File: src/rtl/alu_sequencer_if.sv
// Command/response bundle between the control unit (master) and the
// multi-word ALU sequencer (slave).
interface alu_sequencer_if #(
    parameter int BitWidth = 8,
    parameter int Words    = 4
);
    localparam int W = BitWidth * Words;

    logic         cmd_valid;
    logic         cmd_ready;
    logic [3:0]   cmd_op;
    logic [W-1:0] cmd_a;
    logic [W-1:0] cmd_b;
    logic [3:0]   cmd_flags;
    logic         cmd_msb_first;

    logic         rsp_valid;
    logic         rsp_ready;
    logic [W-1:0] rsp_y;
    logic [3:0]   rsp_flags;

    modport master (
        output cmd_valid, cmd_op, cmd_a, cmd_b, cmd_flags, cmd_msb_first, rsp_ready,
        input  cmd_ready, rsp_valid, rsp_y, rsp_flags
    );

    modport slave (
        input  cmd_valid, cmd_op, cmd_a, cmd_b, cmd_flags, cmd_msb_first, rsp_ready,
        output cmd_ready, rsp_valid, rsp_y, rsp_flags
    );
endinterface

File: src/rtl/alu_sequencer.sv
// Runs one wide command through a narrow combinational ALU, one slice per
// clock, chaining flags between slices and assembling the wide result.
module alu_sequencer #(
    parameter int BitWidth = 8,
    parameter int Words    = 4
) (
    input  logic                clk,
    input  logic                srst,
    alu_sequencer_if.slave      bus,
    output logic [3:0]          alu_func_op,
    output logic [BitWidth-1:0] alu_a,
    output logic [BitWidth-1:0] alu_b,
    output logic [3:0]          alu_iflags,
    output logic                alu_oe,
    input  logic [BitWidth-1:0] alu_y,
    input  logic [3:0]          alu_oflags
);
    localparam int W    = BitWidth * Words;
    localparam int IdxW = (Words > 1) ? $clog2(Words) : 1;
    localparam logic [IdxW-1:0] LastIdx = IdxW'(Words - 1);

    typedef enum logic [1:0] {IDLE, EXEC, DONE} state_t;

    state_t          state_reg, state_next;
    logic [IdxW-1:0] slice_reg, slice_next;
    logic [3:0]      op_reg;
    logic            msb_first_reg;
    logic [W-1:0]    a_reg, b_reg;
    logic [3:0]      chain_flags_reg;
    logic            z_run_reg, n_reg, v_reg;
    logic [W-1:0]    rsp_y_bus;

    logic            accept;
    logic            exec_step;
    logic [IdxW-1:0] phys_idx;

    assign bus.cmd_ready = (state_reg == IDLE);
    assign bus.rsp_valid = (state_reg == DONE);
    assign accept        = bus.cmd_valid && (state_reg == IDLE);
    assign exec_step     = (state_reg == EXEC);
    assign phys_idx      = msb_first_reg ? (LastIdx - slice_reg) : slice_reg;

    always_comb begin
        state_next = state_reg;
        slice_next = slice_reg;
        case (state_reg)
            IDLE: begin
                if (bus.cmd_valid) begin
                    state_next = EXEC;
                    slice_next = '0;
                end
            end
            EXEC: begin
                if (slice_reg == LastIdx) begin
                    state_next = DONE;
                    slice_next = '0;
                end else begin
                    slice_next = slice_reg + 1'b1;
                end
            end
            DONE: begin
                if (bus.rsp_ready) begin
                    state_next = IDLE;
                end
            end
            default: state_next = IDLE;
        endcase
    end

    // ALU drive is purely a function of registered state; quiet outside EXEC.
    always_comb begin
        alu_func_op = '0;
        alu_a       = '0;
        alu_b       = '0;
        alu_iflags  = '0;
        alu_oe      = 1'b0;
        if (exec_step) begin
            alu_func_op = op_reg;
            alu_a       = a_reg[int'(phys_idx) * BitWidth +: BitWidth];
            alu_b       = b_reg[int'(phys_idx) * BitWidth +: BitWidth];
            alu_iflags  = chain_flags_reg;
            alu_oe      = 1'b1;
        end
    end

    // chain_flags_reg holds CmdFlags for slice 0, then the previous slice's OFlags.
    always_ff @(posedge clk) begin
        if (srst) begin
            state_reg       <= IDLE;
            slice_reg       <= '0;
            op_reg          <= '0;
            msb_first_reg   <= 1'b0;
            a_reg           <= '0;
            b_reg           <= '0;
            chain_flags_reg <= '0;
            z_run_reg       <= 1'b0;
            n_reg           <= 1'b0;
            v_reg           <= 1'b0;
        end else begin
            state_reg <= state_next;
            slice_reg <= slice_next;
            if (accept) begin
                op_reg          <= bus.cmd_op;
                msb_first_reg   <= bus.cmd_msb_first;
                a_reg           <= bus.cmd_a;
                b_reg           <= bus.cmd_b;
                chain_flags_reg <= bus.cmd_flags;
                z_run_reg       <= 1'b1;
            end
            if (exec_step) begin
                chain_flags_reg <= alu_oflags;
                z_run_reg       <= z_run_reg & alu_oflags[0];
                if (phys_idx == LastIdx) begin
                    n_reg <= alu_oflags[2];
                    v_reg <= alu_oflags[3];
                end
            end
        end
    end

    for (genvar gi = 0; gi < Words; gi++) begin : g_slice
        logic [BitWidth-1:0] y_word_reg;

        always_ff @(posedge clk) begin
            if (srst) begin
                y_word_reg <= '0;
            end else if (exec_step && (phys_idx == IdxW'(gi))) begin
                y_word_reg <= alu_y;
            end
        end

        assign rsp_y_bus[gi*BitWidth +: BitWidth] = y_word_reg;
    end

    assign bus.rsp_y     = rsp_y_bus;
    assign bus.rsp_flags = {v_reg, n_reg, chain_flags_reg[1], z_run_reg};
endmodule

File: src/flat_wrapper.sv
// flat-port wrapper written by rule: the top's interface ports become plain ports
module alu_sequencer_flat 
#(
    parameter int BitWidth = 8,
    parameter int Words    = 4
)
  (clk, srst, alu_func_op, alu_a, alu_b, alu_iflags, alu_oe, alu_y, alu_oflags, bus_cmd_valid, bus_cmd_op, bus_cmd_a, bus_cmd_b, bus_cmd_flags, bus_cmd_msb_first, bus_rsp_ready, bus_cmd_ready, bus_rsp_valid, bus_rsp_y, bus_rsp_flags);
  alu_sequencer_if #(.BitWidth(BitWidth), .Words(Words)) bus_i ();
  input  logic clk;
  input  logic srst;
  output logic [3:0] alu_func_op;
  output logic [BitWidth-1:0] alu_a;
  output logic [BitWidth-1:0] alu_b;
  output logic [3:0] alu_iflags;
  output logic alu_oe;
  input  logic [BitWidth-1:0] alu_y;
  input  logic [3:0] alu_oflags;
  input wire logic [$bits(bus_i.cmd_valid)-1:0] bus_cmd_valid;
  input wire logic [$bits(bus_i.cmd_op)-1:0] bus_cmd_op;
  input wire logic [$bits(bus_i.cmd_a)-1:0] bus_cmd_a;
  input wire logic [$bits(bus_i.cmd_b)-1:0] bus_cmd_b;
  input wire logic [$bits(bus_i.cmd_flags)-1:0] bus_cmd_flags;
  input wire logic [$bits(bus_i.cmd_msb_first)-1:0] bus_cmd_msb_first;
  input wire logic [$bits(bus_i.rsp_ready)-1:0] bus_rsp_ready;
  output wire logic [$bits(bus_i.cmd_ready)-1:0] bus_cmd_ready;
  output wire logic [$bits(bus_i.rsp_valid)-1:0] bus_rsp_valid;
  output wire logic [$bits(bus_i.rsp_y)-1:0] bus_rsp_y;
  output wire logic [$bits(bus_i.rsp_flags)-1:0] bus_rsp_flags;
  assign bus_i.cmd_valid = bus_cmd_valid;
  assign bus_i.cmd_op = bus_cmd_op;
  assign bus_i.cmd_a = bus_cmd_a;
  assign bus_i.cmd_b = bus_cmd_b;
  assign bus_i.cmd_flags = bus_cmd_flags;
  assign bus_i.cmd_msb_first = bus_cmd_msb_first;
  assign bus_i.rsp_ready = bus_rsp_ready;
  assign bus_cmd_ready = bus_i.cmd_ready;
  assign bus_rsp_valid = bus_i.rsp_valid;
  assign bus_rsp_y = bus_i.rsp_y;
  assign bus_rsp_flags = bus_i.rsp_flags;
  alu_sequencer #(.BitWidth(BitWidth), .Words(Words)) u_core (.clk(clk), .srst(srst), .bus(bus_i), .alu_func_op(alu_func_op), .alu_a(alu_a), .alu_b(alu_b), .alu_iflags(alu_iflags), .alu_oe(alu_oe), .alu_y(alu_y), .alu_oflags(alu_oflags));
endmodule
File: config.mk
export PLATFORM = sky130hd
export DESIGN_NAME = alu_sequencer_flat
export DESIGN_NICKNAME = d
export VERILOG_FILES = /design/src/rtl/alu_sequencer_if.sv /design/src/rtl/alu_sequencer.sv /design/src/flat_wrapper.sv
export SDC_FILE = /design/constraint.sdc
export NUM_CORES = 1
export LEC_CHECK = 0
export CAP_MARGIN = 10
export CORE_ASPECT_RATIO = 1.1
export CORE_MARGIN = 2
export CORE_UTILIZATION = 52
export CTS_BUF_LIST = sky130_fd_sc_hd__clkbuf_4
export CTS_CLUSTER_SIZE = 20
export DETAILED_ROUTE_END_ITERATION = 8
export PLACE_DENSITY_LB_ADDON = 0.2
export SYNTH_ARGS = -nofsm -noshare
export SYNTH_HDL_FRONTEND = slang
export SYNTH_SLANG_ARGS = --single-unit
File: constraint.sdc
create_clock -name clk -period 3.1 [get_ports clk]
set_input_delay 0.31 -clock clk [delete_from_list [all_inputs] [get_ports clk]]
set_output_delay 0.31 -clock clk [all_outputs]
set_load 0.02 [all_outputs]
* Yosys cells after proc, flatten, opt, wreduce, memory -nomap -nowiden
Cells that the tools add are included.
** Operators by class
- Add/subtract/negate cells :: 2
- Equal/unequal tests :: 9
- Shifts and indexed selects :: 2
- Multiplexer cells :: 17
- Bitwise gates (word level) :: 1
- Reductions and logical operators :: 12
** Operator list (count)
- $shiftx A32 B6 Y8 :: 2
- $mux W4 :: 4
- $mux W8 :: 2
- $mux W2 :: 6
- $eq A2 B2 Y1 const B :: 4
- $ne A2 B2 Y1 const B :: 3
- $pmux W2 S3 :: 1
- $logic_and A1 B1 Y1 :: 5
- $eq A2 B1 Y1 const B :: 2
- $logic_not A2 Y1 :: 2
- $pmux W2 S2 :: 1
- $reduce_and A2 Y1 :: 2
- $reduce_bool A2 Y1 :: 2
- $mux W1 :: 3
- $reduce_and A3 Y1 :: 1
- $add A2 B1 Y2 const B :: 1
- $sub A2 B2 Y2 const A :: 1
- $and A1 B1 Y1 :: 1
** Word-level totals
- Register bits after elaboration :: 112
- Input bits :: 89
- Output and inout bits :: 63
- Logic and storage cells :: 57

* Depth between registers and ports, before layout
Gate-level depths: netlist of run 1.
- Word-level depth :: 4
- Mapped depth :: 7
- Gate-level depth less buffers :: 4

* Least setup slack after synthesis of run 1
OpenSTA, ideal clock, no wires.
- Kind :: register to output
- Start :: register u_core.slice_reg[1]
- End :: output port alu_a[0]
- Arrival time :: 1.626 ns
- Required time :: 2.790 ns
- Slack :: 1.164 ns
- Stages on the path, launching flop included :: 8
- Buffers on the path :: 4
- Path through :: dfxtp_1 buf_6 nor2b_4 buf_6 or3_4 buf_6 buf_8 o22ai_1
** On the way
- Longest elaborated chain between the ends :: 4
** Ends and longest elaborated chain
- start, declared :: line alu_sequencer.sv:25 : logic [IdxW-1:0] slice_reg, slice_next;
- start signal, assigned :: line alu_sequencer.sv:101 : slice_reg <= slice_next;
- $sub A2 B2 Y2 :: line alu_sequencer.sv:41 : assign phys_idx = msb_first_reg ? (LastIdx - slice_reg) : slice_reg;
- $mux W2 * :: line alu_sequencer.sv:41
- $shiftx A32 B6 Y8 * :: line alu_sequencer.sv:79 : alu_a = a_reg[int'(phys_idx) * BitWidth +: BitWidth];
- $mux W8 * :: line alu_sequencer.sv:77 : if (exec_step) begin
- end, declared :: line flat_wrapper.sv:12 : output logic [BitWidth-1:0] alu_a;
Every way passes the cells marked *; elsewhere a longest branch is shown, timed or not.

* Final worst setup path of run 1
- Start :: register u_core.state_reg[0]
- End :: output port alu_b[3]
** On the way
- Longest elaborated chain between the ends :: 2
** Ends and longest elaborated chain
- start, declared :: line alu_sequencer.sv:24 : state_t state_reg, state_next;
- start signal, assigned :: line alu_sequencer.sv:100 : state_reg <= state_next;
- $eq A2 B1 Y1 :: line alu_sequencer.sv:40 : assign exec_step = (state_reg == EXEC);
- $mux W8 :: line alu_sequencer.sv:77
- end, declared :: line flat_wrapper.sv:13 : output logic [BitWidth-1:0] alu_b;
No other way between the ends.

==> out/qor.csv, run 1 <==
stage,metric,value,unit
cells_and_area,nets@finish,790,
place,port buffer count,151,
worst_setup_path,Reg-to-Reg End,u_core.g_slice[1].y_word_reg[6],
worst_setup_path,startpoint type of the worst setup path,flip-flop,
clock_tree,TritonCTS sink count,112,
pwr,part of the total power dissipated in the clock network,25.6,%
synthesis,"EDFF count, synth",0,
worst_setup_path,crit-path leading delay family,simple AND/OR/NAND/NOR gates,
outcome,status,finished clean,
pwr,VDD IR-drop max,200,µV
global_route,GR met3 Demand/Resource,4.09,%
worst_hold_path,worst hold stages,3,
worst_setup_path,Critical Path AT,2580,ps
clock_tree,CTS Buffer Depth,2,
die,Floorplan Core Area,9400,µm²
timing,Fin Clk Skew,25.2,ps
synthesis,number of nets produced by synthesis,668,
worst_setup_path,"critical path, cell by cell",nand2b_2 -> or3_4 -> o221ai_1 -> clkdlybuf4s50_1,
die,die span in x,97.9,µm
cells_and_area,"leading cell type in the layout, fill and taps excluded",sky130_fd_sc_hd__clkdlybuf4s50_1,
synthesis,dominant register cell in the synthesized netlist,sky130_fd_sc_hd__dfxtp_1,
worst_setup_path,"setup slack, reg-to-reg",1180,ps
synthesis,synthesized instance count,578,
timing,transition time at the pin with the least slew margin,795,ps
synthesis,Post-Synthesis Mean Instance Area,8.72,µm²
cells_and_area,fraction of final layout cells with drive strength greater than 1,8.23,%
clock_tree,worst-skew pair later-pin latency,460,ps
pwr,leakage power summed over all cells,2.52,nW
detailed_routing,number of nets still failing antenna checks after routing,0,
timing,unrepaired setup endpoints after global routing,false,
clock_tree,clock-pin slew reported for the worst setup and hold paths after clock tree synthesis,170,ps
timing,final critical-path required period,2890,ps
pwr,PwrDens,425,nW/µm²
worst_setup_path,critical path start-end classification,flip-flop to primary output,
die,Initial Util,53.6,%
timing,number of hold-slack violations in the final timing report,0,
synthesis,Yosys cell types,40,
worst_setup_path,"Largest stage delay, worst path",650,ps
cells_and_area,number of antenna repair diodes,0,
detailed_routing,detailed-route via count,4403,
clock_tree,CTS tree,done,
global_route,met2 global-route usage,41.3,%
timing,setup TNS,0,ps
clock_tree,Clk Tree Root Cell,sky130_fd_sc_hd__clkbuf_4,
place,HPWL after detailed placement,9080,µm
worst_setup_path,"Max FO, Critical Path",16,
worst_setup_path,logic depth of the worst register-to-register path,4,
worst_setup_path,startpoint of the worst register-to-register path,u_core.slice_reg[0],
worst_hold_path,type of the tightest min-delay check,primary input to flip-flop,
pwr,Net Sw Power,781,µW
global_route,aggregate global-route resource usage,23.9,%
synthesis,"Cell Area, Synth",5040,µm²
place,Placement Setup Slack,590,ps
place,final weighted congestion in routability-driven placement,0.898,
cells_and_area,most used cells in the layout excluding fill and tap cells,"150 x sky130_fd_sc_hd__clkdlybuf4s50_1, 141 x sky130_fd_sc_hd__nand2_1, 110 x sky130_fd_sc_hd__dfxtp_1",
cells_and_area,# fillers,774,
global_route,number of antenna violations at the first check in global routing,0,
global_route,global-route wire length before repair,20400,µm
synthesis,share of synthesized registers carrying an async set or reset,0,%
detailed_routing,via density per instance,5.36,
detailed_routing,number of violations reported at the end of detailed-routing iteration 0,125,
clock_tree,Clock H-tree levels,3,
worst_setup_path,critical path buffer and inverter count,1,
worst_hold_path,Hold Path Sink,u_core.b_reg[1],
clock_tree,clock buffers created by TritonCTS,9,
synthesis,synthesis-stage register bit count,112,
detailed_routing,sum of routed wire length over all layers,12700,µm
pwr,Comb power frac,19.1,%
worst_setup_path,Worst Setup End Kind,primary output,
synthesis,total number of yosys warnings,0,
timing,timing-limited maximum frequency,0.346,GHz
detailed_routing,number of remaining DRC errors,0,
place,placement-stage cell area,6500,µm²
worst_hold_path,startpoint of the lowest-slack hold path,bus_cmd_b[1],
die,number of placed I/O pins,152,
flow_run,total of max-cap violations,0,
pwr,cell-internal power,2.05,mW
cells_and_area,Post-Layout Inst Area,6650,µm²
synthesis,sequential element share of the synthesized area,44.5,%
timing,Final period util,93.4,%
global_route,vias in the first global route,4306,
die,number of cell rows,37,
cells_and_area,area added between synthesis and finish,32.0,%
detailed_routing,detailed-routing iteration count for the pre-antenna-repair pass,5,
timing,count of final setup violators,0,
timing,final worst setup slack,206,ps
detailed_routing,Avg WL per Cell,15.4,µm
pwr,Switching Share,27.6,%
die,area of the die,10500,µm²
timing,worst slew margin relative to its limit,47.0,%
pwr,sequential cell fraction of total power,55.3,%
global_route,layer with the highest usage,met2,
global_route,routing usage on met1,28.8,%
global_route,grt ovf,0,
die,die extent in y,107,µm
worst_setup_path,Required @ worst endpoint,2790,ps
global_route,maximum number of pins on one net before global-route repair,94,
timing,number of slew-limit violations in the final report,0,
worst_setup_path,CP max-delay cell,sky130_fd_sc_hd__clkdlybuf4s50_1,
## what timing repair did
| item | in CTS | in global routing |
|---|---|---|
| endpoints found under the hold margin | 0 | 0 |
| setup endpoints to repair | 0 | 8 |
| setup buffers | 0 | 0 |
| gates resized for setup | 0 | 5 |
| hold buffers | 0 | 0 |
## cells in the mapped netlist, types with 7 or more instances
cell type	instances	area, µm²
sky130_fd_sc_hd__nand2_1	141	529
sky130_fd_sc_hd__dfxtp_1	112	2240
sky130_fd_sc_hd__a21oi_1	75	375
sky130_fd_sc_hd__mux2i_1	51	510
sky130_fd_sc_hd__nand2b_1	45	282
sky130_fd_sc_hd__clkbuf_1	25	93.8
sky130_fd_sc_hd__mux2_2	16	180
sky130_fd_sc_hd__a22oi_1	12	90.1
sky130_fd_sc_hd__buf_2	10	50.1
sky130_fd_sc_hd__inv_1	10	37.5
sky130_fd_sc_hd__and2_1	8	50.1
sky130_fd_sc_hd__o211ai_1	8	60.1
sky130_fd_sc_hd__o22ai_1	8	50.1
sky130_fd_sc_hd__buf_4	7	52.6
## per-stage QoR
| stage | utilization [%] | cells | hold slack (ps) | power [mW] |
|---|---|---|---|---|
| 6_report | 70.8 | 822 | 379 | 2.83 |
| 5_1_grt | 70.8 | 822 | 364 | 2.96 |
| 4_1_cts | 70.7 | 822 | 360 | 2.85 |
| 3_5_place_dp | 69.2 | 806 | 446 | 2.13 |
| 3_3_place_gp | 69.2 | 806 | 439 | 2.12 |
| 2_1_floorplan | - | 578 | 432 | 1.90 |
## layer usage
metal  vias to the layer above  wire (µm)
li1                       2187          -
met1                      2055       5380
met2                       131       6250
met3                        30        608
met4                         0        416
met5                         -          0
## worst max path at each step
stage / start / endpoint / slack [ps] / cells after the start
after CTS: u_core.state_reg[0] / alu_b[3] / 70 / 5
final: u_core.state_reg[0] / alu_b[3] / 210 / 4
after floorplan: u_core.slice_reg[1] / alu_a[0] / 1160 / 7
after global routing: u_core.slice_reg[0] / alu_a[0] / 60 / 5
after detailed placement: u_core.state_reg[0] / alu_b[3] / 590 / 5
after global placement: u_core.msb_first_reg / alu_b[4] / 690 / 4
## power groups by stage
stage	Sequential, mW	Clock, mW	Combinational (mW)
floorplan	1.59	0	0.310
global placement	1.59	0	0.529
detailed placement	1.59	0	0.540
CTS	1.56	0.742	0.542
global route	1.58	0.800	0.584
finish	1.56	0.724	0.540
## worst reg2reg max path: cells and delay by family, from the launching register on
family	cells	cell delay, ps
and+or+nand+nor	1	220
AOI/OAI and AO/OA	1	500
muxes	1	250
buffers and inverters	1	330
DFF	1	560
## area by class of cell
type	count	area (µm²)	area share, %
multi-input cells	405	2490	37.4
flip-flops and latches	112	2240	33.8
repair buffers	161	1580	23.8
well taps	117	146	2.20
clock buffers	10	75.1	1.13
clock inverters	6	67.6	1.02
inverters	11	43.8	0.659
## logic make-up after synthesis
logic type	synth area share [%]
adder cells (fa/ha/maj)	0.248
buffers and inverters	6.28
multiplexers	13.7
flip-flops	44.5
XOR/XNOR	0.546
AND/OR/NAND/NOR	20.4
AO/OA/AOI/OAI	14.3
(Power assumes the default switching activity.)
==> run 2: changes to the inputs <==
--- a/config.mk
+++ b/config.mk
@@ -6,9 +6,11 @@
 export NUM_CORES = 1
 export LEC_CHECK = 0
 export CAP_MARGIN = 10
+export CELL_PAD_IN_SITES_DETAIL_PLACEMENT = 2
+export CELL_PAD_IN_SITES_GLOBAL_PLACEMENT = 2
 export CORE_ASPECT_RATIO = 1.1
 export CORE_MARGIN = 2
-export CORE_UTILIZATION = 52
+export CORE_UTILIZATION = 30
 export CTS_BUF_LIST = sky130_fd_sc_hd__clkbuf_4
 export CTS_CLUSTER_SIZE = 20
 export DETAILED_ROUTE_END_ITERATION = 8
==> out/qor.csv, run 2 (synthesized netlist as in run 1, its figures left out) <==
stage,metric,value,unit
cells_and_area,most used cells in the layout excluding fill and tap cells,"150 x sky130_fd_sc_hd__clkdlybuf4s50_1, 141 x sky130_fd_sc_hd__nand2_1, 109 x sky130_fd_sc_hd__dfxtp_1",
global_route,met2 global-route usage,34.0,%
die,area of the die,17900,µm²
timing,Final period util,95.8,%
outcome,status,finished clean,
cells_and_area,"leading cell type in the layout, fill and taps excluded",sky130_fd_sc_hd__clkdlybuf4s50_1,
worst_setup_path,"critical path, cell by cell",and2b_1 -> or3_4 -> o221ai_1 -> clkdlybuf4s50_1,
detailed_routing,Avg WL per Cell,18.1,µm
detailed_routing,number of violations reported at the end of detailed-routing iteration 0,135,
cells_and_area,fraction of final layout cells with drive strength greater than 1,8.10,%
pwr,VDD IR-drop max,177,µV
cells_and_area,area added between synthesis and finish,34.6,%
die,die extent in y,140,µm
die,Floorplan Core Area,16400,µm²
cells_and_area,# fillers,1836,
timing,number of slew-limit violations in the final report,0,
timing,transition time at the pin with the least slew margin,898,ps
timing,worst slew margin relative to its limit,40.1,%
detailed_routing,number of nets still failing antenna checks after routing,0,
clock_tree,clock buffers created by TritonCTS,9,
worst_setup_path,Worst Setup End Kind,primary output,
clock_tree,number of buffers inserted for hold repair after clock tree synthesis,0,
detailed_routing,number of remaining DRC errors,0,
clock_tree,clock-pin slew reported for the worst setup and hold paths after clock tree synthesis,180,ps
place,final weighted congestion in routability-driven placement,0.800,
pwr,leakage power summed over all cells,2.52,nW
worst_setup_path,critical path start-end classification,flip-flop to primary output,
global_route,GR met3 Demand/Resource,2.48,%
place,HPWL after detailed placement,12100,µm
global_route,number of antenna violations at the first check in global routing,1,
worst_setup_path,Critical Path AT,2660,ps
global_route,grt ovf,0,
cells_and_area,nets@finish,789,
clock_tree,worst-skew pair later-pin latency,490,ps
clock_tree,TritonCTS sink count,112,
global_route,maximum number of pins on one net before global-route repair,99,
clock_tree,CTS tree,done,
timing,final critical-path required period,2970,ps
worst_setup_path,"Max FO, Critical Path",16,
timing,timing-limited maximum frequency,0.337,GHz
global_route,vias in the first global route,4823,
clock_tree,Clk Tree Root Cell,sky130_fd_sc_hd__clkbuf_4,
worst_setup_path,"Largest stage delay, worst path",650,ps
pwr,PwrDens,426,nW/µm²
worst_hold_path,type of the tightest min-delay check,primary input to flip-flop,
clock_tree,Clock H-tree levels,3,
die,die span in x,128,µm
worst_setup_path,"setup slack, reg-to-reg",980,ps
detailed_routing,sum of routed wire length over all layers,16500,µm
timing,unrepaired setup endpoints after global routing,false,
pwr,Power Total,2.89,mW
timing,number of hold-slack violations in the final timing report,0,
worst_setup_path,CP max-delay cell,sky130_fd_sc_hd__clkdlybuf4s50_1,
clock_tree,CTS Buffer Depth,2,
worst_setup_path,startpoint type of the worst setup path,flip-flop,
die,number of placed I/O pins,152,
timing,Fin Clk Skew,12.7,ps
place,port buffer count,151,
timing,setup TNS,0,ps
global_route,global-route wire length before repair,25900,µm
detailed_routing,detailed-routing iteration count for the pre-antenna-repair pass,4,
detailed_routing,via density per instance,4.94,
clock_tree,# Post-CTS Setup Buffers,0,
global_route,routing usage on met1,22.5,%
global_route,layer with the highest usage,met2,
global_route,aggregate global-route resource usage,18.6,%
flow_run,total of max-cap violations,0,
die,Initial Util,30.7,%
worst_setup_path,Required @ worst endpoint,2790,ps
timing,count of final setup violators,0,
die,number of cell rows,49,
detailed_routing,detailed-route via count,4493,
run 2: changes by cell type in the layout (fill, tap and decap cells not counted), sizes merged:
cell,previous run,this run
diode,0,2
clkinvlp,1,2
clkbuf,10,9
clkinv,3,4
buf,11,10
inv,12,11
run 2: worst paths after layout:
check                            from          endpoint  cells past startpoint
setup reg to reg  u_core.state_reg[0]      u_core.v_reg                      5
hold / removal          bus_cmd_a[12]  u_core.a_reg[12]                      3
setup / recovery  u_core.slice_reg[1]          alu_b[7]                      4
hold reg to reg      u_core.op_reg[3]  u_core.op_reg[3]                      2
run 2: layout make-up:
type	count	area (µm²)	share of cell area, %
timing repair buffer	160	1600	23.6
sequential	112	2250	33.1
clock buffer	9	67.6	0.996
multi-input combinational	405	2490	36.8
tap	204	255	3.76
antenna	2	5.00	0.0738
clock inverter	7	71.3	1.05
inverter	11	42.5	0.627
run 2: report_power, final:
part	switching [mW]	total (mW)	internal, mW
combinational	0.283	0.563	0.280
sequential	0.0550	1.57	1.52
clock	0.508	0.755	0.246
run 2: routing by layer:
layer | routed length [µm] | part of all wire [%] | vias to the layer above
met5 | 0 | 0 | -
met4 | 263 | 1.6 | 0
met3 | 525 | 3.2 | 18
met2 | 8620 | 52 | 107
met1 | 7060 | 43 | 2185
li1 | - | - | 2183
run 2: worst max-delay path, delay by kind of cell, from the launching register on:
kind	cells	cell delay [ps]
AO/OA/AOI/OAI	1	250
buffers and inverters	1	650
AND/OR/NAND/NOR	2	820
flip-flops	1	460
run 2: what timing repair did:
action / in CTS / in global routing
endpoints found under the setup margin: 8 / 13
resized for setup: 2 / 3
pin swaps: 0 / 0
run 2: stage by stage:
step           util (%)  instance area (µm²)  hold WS, ps  std cells  setup WS (ps)
3_3_place_gp       40.3                 6630          441        892            614
3_5_place_dp       40.3                 6630          454        892            543
2_1_floorplan         -                 5040          432        578           1160
6_report           41.3                 6780          345        910            129
4_1_cts            41.2                 6770          309        908           38.3
5_1_grt            41.3                 6780          321        910           11.3
